**src/rtl/microwave_ctrl.sv**
```systemverilog
// microwave_ctrl: keypad entry, BCD mm:ss countdown, start/stop/door control and duty-cycled magnetron
// Ports: clock/clearn (sync active-low reset); keypad[9:0] one-hot digit keys; power_key, startn, stopn
// level inputs (edge-detected after one register stage); door_closed interlock; digits BCD time with
// sec ones in [3:0]; power_level 1..PWR_LEVELS; mag_on magnetron enable; cooking; beep end-of-cook.
module microwave_ctrl #(
  parameter int CLK_PER_SEC = 100,
  parameter int MIN_DIGITS = 1,
  parameter int PWR_LEVELS = 10,
  parameter int BEEP_SEC = 3
) (
  input  logic                          clock,
  input  logic                          clearn,
  input  logic [9:0]                    keypad,
  input  logic                          power_key,
  input  logic                          startn,
  input  logic                          stopn,
  input  logic                          door_closed,
  output logic [4*(MIN_DIGITS+2)-1:0]   digits,
  output logic [3:0]                    power_level,
  output logic                          mag_on,
  output logic                          cooking,
  output logic                          beep
);
  localparam int N = MIN_DIGITS + 2;
  localparam int PW = $clog2(CLK_PER_SEC);
  localparam int BW = $clog2(BEEP_SEC + 1);
  localparam logic [3:0] PL_MAX = 4'(PWR_LEVELS);
  localparam logic [3:0] WIN_MAX = 4'(PWR_LEVELS - 1);
  localparam logic [PW-1:0] PRE_MAX = PW'(CLK_PER_SEC - 1);
  localparam logic [BW-1:0] BEEP_MAX = BW'(BEEP_SEC - 1);
  typedef enum logic [2:0] {IDLE, SET, PWR, COOK, PAUSE, DONE} state_t;
  state_t state, state_d;
  logic [4*N-1:0] tm, tm_d, tm_dec, tm_key;
  logic [3:0] pl_d, win, win_d, key_val;
  logic [PW-1:0] pre, pre_d;
  logic [BW-1:0] bcnt, bcnt_d;
  logic [9:0] key_r, key_p;
  logic pwr_r, pwr_p, start_r, start_p, stop_r, stop_p, mag_q;
  logic key_ev, pwr_ev, start_ok, stop_ev, tick;
  // Per-digit BCD borrow chain; digit 1 is seconds tens and wraps to 5.
  function automatic logic [4*N-1:0] bcd_dec(input logic [4*N-1:0] t);
    logic [4*N-1:0] r;
    logic b;
    logic [3:0] d;
    b = 1'b1;
    for (int i = 0; i < N; i++) begin
      d = t[4*i +: 4];
      r[4*i +: 4] = !b ? d : (d == 4'd0 ? (i == 1 ? 4'd5 : 4'd9) : d - 4'd1);
      b = b && d == 4'd0;
    end
    return r;
  endfunction
  always_comb begin
    key_val = '0;
    for (int i = 0; i < 10; i++) if (key_r[i]) key_val = 4'(i);
  end
  assign key_ev = $onehot(key_r) && key_p == '0;
  assign pwr_ev = pwr_r && !pwr_p;
  assign start_ok = start_r && !start_p && door_closed;
  assign stop_ev = stop_r && !stop_p;
  assign tick = pre == PRE_MAX;
  assign tm_dec = bcd_dec(tm);
  // From SET the digit shifts in; from IDLE/DONE the time is cleared first.
  assign tm_key = state == SET ? {tm[4*N-5:0], key_val} : {{4*(N-1){1'b0}}, key_val};
  always_comb begin
    state_d = state;
    tm_d = tm;
    pl_d = power_level;
    pre_d = pre;
    win_d = win;
    bcnt_d = bcnt;
    case (state)
      IDLE, SET: begin
        if (stop_ev && state == SET) begin
          state_d = IDLE;
          tm_d = '0;
          pl_d = PL_MAX;
        end else if (start_ok) begin
          state_d = COOK;
          pre_d = '0;
          win_d = '0;
          tm_d = tm == '0 ? (4*N)'(8'h30) : tm;
        end else if (pwr_ev) state_d = PWR;
        else if (key_ev) begin
          state_d = SET;
          tm_d = tm_key;
        end
      end
      PWR: begin
        if (stop_ev) begin
          state_d = IDLE;
          tm_d = '0;
          pl_d = PL_MAX;
        end else if (key_ev && key_val <= PL_MAX) begin
          pl_d = key_val == 4'd0 ? PL_MAX : key_val;
          state_d = tm != '0 ? SET : IDLE;
        end
      end
      COOK: begin
        if (!door_closed || stop_ev) state_d = PAUSE;
        else begin
          pre_d = tick ? '0 : pre + 1'b1;
          if (tick) begin
            tm_d = tm_dec;
            win_d = win == WIN_MAX ? 4'd0 : win + 4'd1;
            if (tm_dec == '0) begin
              state_d = DONE;
              bcnt_d = '0;
            end
          end
        end
      end
      PAUSE: begin
        if (stop_ev) begin
          state_d = IDLE;
          tm_d = '0;
        end else if (start_ok) state_d = COOK;
      end
      DONE: begin
        if (stop_ev) state_d = IDLE;
        else if (key_ev) begin
          state_d = SET;
          tm_d = tm_key;
        end else begin
          pre_d = tick ? '0 : pre + 1'b1;
          if (tick) begin
            bcnt_d = bcnt + 1'b1;
            if (bcnt == BEEP_MAX) state_d = IDLE;
          end
        end
      end
      default: state_d = IDLE;
    endcase
  end
  always_ff @(posedge clock) begin
    if (!clearn) begin
      state <= IDLE;
      tm <= '0;
      power_level <= PL_MAX;
      pre <= '0;
      win <= '0;
      bcnt <= '0;
      key_r <= '0;
      key_p <= '0;
      pwr_r <= 1'b0;
      pwr_p <= 1'b0;
      start_r <= 1'b0;
      start_p <= 1'b0;
      stop_r <= 1'b0;
      stop_p <= 1'b0;
      mag_q <= 1'b0;
      cooking <= 1'b0;
      beep <= 1'b0;
    end else begin
      key_r <= keypad;
      key_p <= key_r;
      pwr_r <= power_key;
      pwr_p <= pwr_r;
      start_r <= !startn;
      start_p <= start_r;
      stop_r <= !stopn;
      stop_p <= stop_r;
      state <= state_d;
      tm <= tm_d;
      power_level <= pl_d;
      pre <= pre_d;
      win <= win_d;
      bcnt <= bcnt_d;
      mag_q <= state_d == COOK && win_d < pl_d;
      cooking <= state_d == COOK;
      beep <= state_d == DONE;
    end
  end
  // Door interlock acts combinationally so the magnetron drops the instant the door opens.
  assign mag_on = mag_q && door_closed;
  assign digits = tm;
endmodule

```
**config.mk**
```make
export PLATFORM = sky130hd
export DESIGN_NAME = microwave_ctrl
export DESIGN_NICKNAME = d
export VERILOG_FILES = /design/src/rtl/microwave_ctrl.sv
export SDC_FILE = /design/constraint.sdc
export NUM_CORES = 1
export LEC_CHECK = 0
export ABC_CLOCK_PERIOD_IN_PS = 5600
export BUFFER_PORTS_ARGS = -buffer_cell sky130_fd_sc_hd__buf_2
export CORE_AREA = 5 5 91 93
export CTS_BUF_LIST = sky130_fd_sc_hd__clkbuf_4 sky130_fd_sc_hd__clkbuf_8 sky130_fd_sc_hd__clkbuf_16
export DETAILED_ROUTE_END_ITERATION = 10
export DIE_AREA = 0 0 96 98
export HOLD_SLACK_MARGIN = 0.02
export PLACE_DENSITY = 0.69
export SLEW_MARGIN = 20
export SYNTH_ARGS = -nofsm -noshare
export SYNTH_HDL_FRONTEND = slang
export SYNTH_SLANG_ARGS = --single-unit
```
**constraint.sdc**
```tcl
create_clock -name clock -period 5.6 [get_ports clock]
set_input_delay 0.28 -clock clock [delete_from_list [all_inputs] [get_ports clock]]
set_output_delay 0.28 -clock clock [all_outputs]
set_load 0.02 [all_outputs]
```
==> impl_metrics.toml, run 1 <==
[global_route]
grt_max_degree = 53
grt.overflow.total = 0
antenna_found_initial = 0
grt_usage_pct = 19.77
grt_pass1_wl_um = 15050
grt_pass1_vias = 3137

[cells_and_area]
nets = 482
fillers = 733
drive_gt1_share_pct = 14.13
antennaDiodeCount = 0
syn2layout_area_growth_pct = 11.04

[sta]
slew_viol_final = 0
rsz0062_at_grt = "false"
fmax_mhz = 196.8
hold_violations = 0
finalCriticalPeriod_ns = 5.081
maxSlewHeadroom_pct = 42.08
finalSetupViolCount = 0
setup_tns_ns = 0
clock_skew_ns = 0.008741
finalCritPeriodShare_pct = 90.74
worstMarginPinSlew_ns = 0.8688
whs_ns = 0.09307

[min_path]
whs_endpoint = "start_r"
hp-class = "in2reg"
hold_path_depth = 2
worstHoldStart = "startn"

[yosys]
syn_nets = 457
ys_ff_latch = 61
synth_ff_type = "dfxtp_1"
seq_area_frac_synth_pct = 34.44
yosysWarnings = 0
synthDistinctLibCells = 65
syn-cell-area_sq_um = 3546
synth_edf_count = 0
syn_inst = 424
syn_avg_cell_area_sq_um = 8.363
async_flop_share_pct = 0

[routing]
postRouteAntennaNets = 0
num_vias = 3255
drtIter0Drc = 330
drcViolationCount = 0
routedWlPerCell_um = 15.90
avgViaCountPerCell = 5.865
first_pass_iters = 5
routed_wl_um = 8826

[critical_path]
r2r_slack_ns = 0.52
end_kind = "flip-flop"
rr_startpoint = "key_r[1]"
critPathTopFamily = "adder cells"
cpMostUsedCell = "fa_1"
path_max_fanout = 9
path_class = "reg2reg"
cp_slowest_cell = "a2111o_1"
worstRegToRegCells = 17
crit_buf_inv = 3
worstPathArrival_ns = 5.34
cp.required_ns = 5.86
max_stage_delay_ns = 0.54
start_kind = "flip-flop"
path_cells = "fa_1, fa_1, inv_1, fa_1, inv_1, ha_1, inv_1, fa_1, or4b_1, a2111o_1, nand2_1, nand3_1, a31oi_1, ha_1, a21o_1, a21o_1, a211oi_2"
r2r-end = "mag_q"

[floorplan]
core_area_sq_um = 7447
std_cell_rows = 32
io_pins = 35
die_h_um = 98
die-area_sq_um = 9408
start_util_pct = 47.61
die_x_um = 96

[flow_run]
max-cap-violations = 0

[clocking]
cts-root-buf = "clkbuf_8"
tritoncts = "yes"
clkSinkCount = 61
post_cts_buffers = 0
clock_path_buffers = 2
cts_made_buffers = 9
hold_buffers = 0
clock_latency_ns = 0.34
clk_pin_slew_ns = 0.07
cts_resized = 0
h-tree-depth = 3

[placement]
io_buffers = 34
gp_congestion = 0.8706
hpwl_um = 6359

[outcome]
status = "finished clean"

[pwr]
ir_drop_uv = 173.9
powerDensity_nw_per_um2 = 288.9
p_leak_nw = 1.586
## cells by family (layout without fill, tap and decap cells)
group / count (synthesis) / in the layout / share of synthesized area (%)
AO/OA/AOI/OAI: 121 / 121 / 23.61
XOR/XNOR: 7 / 7 / 1.729
adder cells (fa/ha/maj): 17 / 17 / 7.269
buffers and inverters: 43 / 72 / 5.011
flip-flops: 61 / 61 / 34.44
multiplexers: 1 / 1 / 0.2823
AND/OR/NAND/NOR: 174 / 174 / 27.66
## registers in the layout, indices dropped and copies added (netlist names), 2 cells and up
signal,cells
digits,12
key_p,10
key_r,10
pre,7
power_level,4
win,4
state,3
bcnt,2
## where the power goes
group | total [W] | switching, W | internal (W)
Clock | 0.000352 | 0.000181 | 0.000171
Combinational | 0.000300 | 0.000189 | 0.000111
Sequential | 0.000486 | 0.0000304 | 0.000455
## final cells by class
| class | count | area [sq um] | share of cell area (%) |
|---|---|---|---|
| Multi-Input combinational cell | 320 | 2147 | 54.53 |
| Sequential cell | 61 | 1221 | 31.01 |
| Timing Repair Buffer | 37 | 192.7 | 4.894 |
| Clock buffer | 10 | 137.6 | 3.495 |
| Tap cell | 102 | 127.6 | 3.241 |
| Inverter | 20 | 75.07 | 1.907 |
| Clock inverter | 5 | 36.28 | 0.9215 |
## worst register-to-register path, cell delays in order (launching register included)
cell	delay, ns
dfxtp_1	0.38
fa_1	0.47
fa_1	0.53
inv_1	0.05
fa_1	0.43
inv_1	0.07
ha_1	0.17
inv_1	0.06
fa_1	0.47
or4b_1	0.53
a2111o_1	0.54
nand2_1	0.15
nand3_1	0.09
a31oi_1	0.28
ha_1	0.29
a21o_1	0.16
a21o_1	0.18
a211oi_2	0.17
## cell usage after synthesis (4+ instances only)
cell / number / area share, %
o221a_1: 4 / 1.3
a31oi_1: 5 / 0.88
o21ai_1: 7 / 0.99
nand2b_1: 6 / 1.1
nor2_1: 30 / 3.2
and3_1: 8 / 1.4
o211ai_1: 4 / 0.85
a21oi_1: 23 / 3.2
ha_1: 11 / 3.9
inv_1: 20 / 2.1
a21o_1: 4 / 0.85
buf_2: 4 / 0.56
o21ai_0: 26 / 3.7
xor2_1: 6 / 1.5
nand3_1: 19 / 2.7
a21boi_1: 4 / 0.85
o21a_1: 4 / 0.85
nor4b_1: 4 / 0.99
nand3b_1: 4 / 0.85
nand4_1: 4 / 0.71
clkbuf_1: 17 / 1.8
nor2b_1: 5 / 0.88
nor3_1: 8 / 1.1
fa_1: 6 / 3.4
dfxtp_1: 61 / 34
and2_1: 35 / 6.2
a211oi_1: 8 / 1.7
nand2_1: 26 / 2.8
o22ai_1: 6 / 1.1
## per-stage QoR
stage | cell area, sq um | power, W | cells | util, % | setup slack, ns
3_5_place_dp | 3764 | 0.0007900 | 540 | 50.54 | 0.5833
5_1_grt | 3938 | 0.001211 | 555 | 52.87 | 0.2907
3_3_place_gp | 3764 | 0.0007823 | 540 | 50.54 | 0.7480
2_1_floorplan | 3546 | 0.0007162 | 424 | - | 0.9250
4_1_cts | 3938 | 0.001142 | 555 | 52.87 | 0.5470
6_report | 3938 | 0.001137 | 555 | 52.87 | 0.5186
## worst max-delay path by stage
| stage | start | endpoint | slack, ns | cells past startpoint |
|---|---|---|---|---|
| 2_1_floorplan | key_r[1] | mag_q | 0.92 | 16 |
| 3_3_place_gp | key_r[1] | mag_q | 0.75 | 17 |
| 3_5_place_dp | key_r[1] | mag_q | 0.58 | 17 |
| 4_1_cts | key_r[1] | mag_q | 0.55 | 17 |
| 5_1_grt | key_r[1] | mag_q | 0.29 | 17 |
| 6_report | key_r[1] | mag_q | 0.52 | 17 |
## layer usage
layer	vias to the layer above	share of wire, %	GRT usage, %
met2	124	46	30.38
met5	-	0	0
met1	1525	46	27.13
met4	0	1.7	6.236
li1	1590	-	-
met3	16	6.4	4.777
## cells in the final DEF (no fill, tap or decap), types with 10 or more instances in the layout
master,count
buf_2,34
nand2_1,26
ha_1,11
and2_1,35
inv_1,20
clkbuf_8,10
dfxtp_1,61
a21oi_1,23
o21ai_0,26
nor2_1,30
nand3_1,19
No activity file was read; power rests on OpenSTA's default activity.
==> run 2: changes to the inputs <==
--- a/config.mk
+++ b/config.mk
@@ -6,13 +6,14 @@
 export NUM_CORES = 1
 export LEC_CHECK = 0
 export ABC_CLOCK_PERIOD_IN_PS = 5600
-export BUFFER_PORTS_ARGS = -buffer_cell sky130_fd_sc_hd__buf_2
-export CORE_AREA = 5 5 91 93
+export BUFFER_PORTS_ARGS = -buffer_cell sky130_fd_sc_hd__clkbuf_2
+export CAP_MARGIN = 20
+export CORE_AREA = 5 5 115 117
 export CTS_BUF_LIST = sky130_fd_sc_hd__clkbuf_4 sky130_fd_sc_hd__clkbuf_8 sky130_fd_sc_hd__clkbuf_16
 export DETAILED_ROUTE_END_ITERATION = 10
-export DIE_AREA = 0 0 96 98
+export DIE_AREA = 0 0 120 122
 export HOLD_SLACK_MARGIN = 0.02
-export PLACE_DENSITY = 0.69
+export PLACE_DENSITY = 0.47
 export SLEW_MARGIN = 20
 export SYNTH_ARGS = -nofsm -noshare
 export SYNTH_HDL_FRONTEND = slang
==> impl_metrics.toml, run 2 (synthesis gave the netlist of run 1 again) <==
[critical_path]
crit_buf_inv = 3
cp_slowest_cell = "or4b_1"
path_max_fanout = 6
cp.required_ns = 5.86
critPathTopFamily = "adder cells"
end_kind = "flip-flop"
max_stage_delay_ns = 0.52
r2r-end = "mag_q"
worstPathArrival_ns = 5.19
rr_startpoint = "key_r[3]"
path_class = "reg2reg"
crit_start = "key_r[3]"
worstRegToRegCells = 17
start_kind = "flip-flop"
r2r_slack_ns = 0.67
path_cells = "fa_1, fa_1, inv_1, fa_1, inv_1, ha_1, inv_1, fa_1, or4b_1, a2111o_1, nand2_1, nand3_1, a31oi_1, ha_1, a21o_1, a21o_1, a211oi_2"
cpMostUsedCell = "fa_1"

[cells_and_area]
nets = 482
fillers = 1283
drive_gt1_share_pct = 14.13
largest_register_ffs = 12
final_cell_mix = "dfxtp_1, and2_1, clkbuf_2"
postLayoutCellArea_sq_um = 4161
final_common_cell = "dfxtp_1"
syn2layout_area_growth_pct = 17.36
utilization_pct = 33.94
antennaDiodeCount = 0

[global_route]
grt.overflow.total = 0
grt_pass1_vias = 3126
grt_pass1_wl_um = 16210
grt_usage_pct = 14.00
grt_max_degree = 53
antenna_found_initial = 0

[floorplan]
core_area_sq_um = 12260
io_pins = 35
std_cell_rows = 41
start_util_pct = 28.92
die_x_um = 120
die_h_um = 122
die-area_sq_um = 14640

[clocking]
clkSinkCount = 61
cts_resized = 0
cts_made_buffers = 9
post_cts_buffers = 0
clock_latency_ns = 0.34
tritoncts = "yes"
hold_buffers = 0
h-tree-depth = 3
cts-root-buf = "clkbuf_16"
clk_pin_slew_ns = 0.05
clock_path_buffers = 2

[min_path]
whs_endpoint = "stop_r"
hold_path_depth = 2
hp-class = "in2reg"
worstHoldStart = "stopn"

[pwr]
p_leak_nw = 1.650
powerDensity_nw_per_um2 = 342.3
finalPower_w = 0.001425
ir_drop_uv = 104.7

[sta]
fmax_mhz = 202.9
worst_slack_ns = 0.6707
hold_violations = 0
rsz0062_at_grt = "false"
finalCritPeriodShare_pct = 88.02
worstMarginPinSlew_ns = 0.9348
finalCriticalPeriod_ns = 4.929
setup_tns_ns = 0
finalSetupViolCount = 0
maxSlewHeadroom_pct = 37.68
slew_viol_final = 0
clock_skew_ns = 0.01119

[routing]
avgViaCountPerCell = 5.289
first_pass_iters = 6
drtIter0Drc = 198
routed_wl_um = 9719
postRouteAntennaNets = 0
routedWlPerCell_um = 16.12
num_vias = 3189
drcViolationCount = 0

[placement]
io_buffers = 34
post_dp_cell_area_sq_um = 3824
place_ws_ns = 0.6592
hpwl_um = 6917
gp_congestion = 0.8080

[flow_run]
max-cap-violations = 0

[outcome]
status = "finished clean"
==> run 2: how the worst max path moves through the flow <==
stage / to / slack, ns / cells after the start
2_1_floorplan: mag_q / 0.92 / 16
3_3_place_gp: mag_q / 0.80 / 17
3_5_place_dp: mag_q / 0.66 / 17
4_1_cts: mag_q / 0.65 / 17
5_1_grt: mag_q / 0.41 / 17
6_report: mag_q / 0.67 / 17
==> run 2: metal layers <==
metal | up-vias | global-route usage [%] | part of all wire (%)
li1 | 1594 | - | -
met5 | - | 0 | 0
met2 | 81 | 21.85 | 45
met4 | 0 | 5.369 | 1.4
met3 | 8 | 3.714 | 5.1
met1 | 1506 | 18.53 | 49
==> run 2: cell type report <==
cell class                 count  area, sq um  share of cell area [%]
clock buffer                   9        225.2                   5.412
clock inverter                 6        112.6                   2.706
inverter                      20        75.07                   1.804
multi-input combinational    320         2147                   51.59
sequential                    61         1221                   29.34
tap                          150        187.7                   4.510
timing repair buffer          37        192.7                   4.630
==> run 2: power by group <==
group | switching, W | total (W) | internal, W
clock network | 0.000205 | 0.000637 | 0.000432
registers | 0.0000304 | 0.000486 | 0.000456
logic | 0.000192 | 0.000301 | 0.000110
==> run 2: through the flow <==
step | hold WS, ns | instances
after detailed placement | 0.4416 | 588
after floorplan | 0.3516 | 424
after global placement | 0.4357 | 588
after global routing | 0.08181 | 603
after CTS | 0.07623 | 603
final | 0.09488 | 603
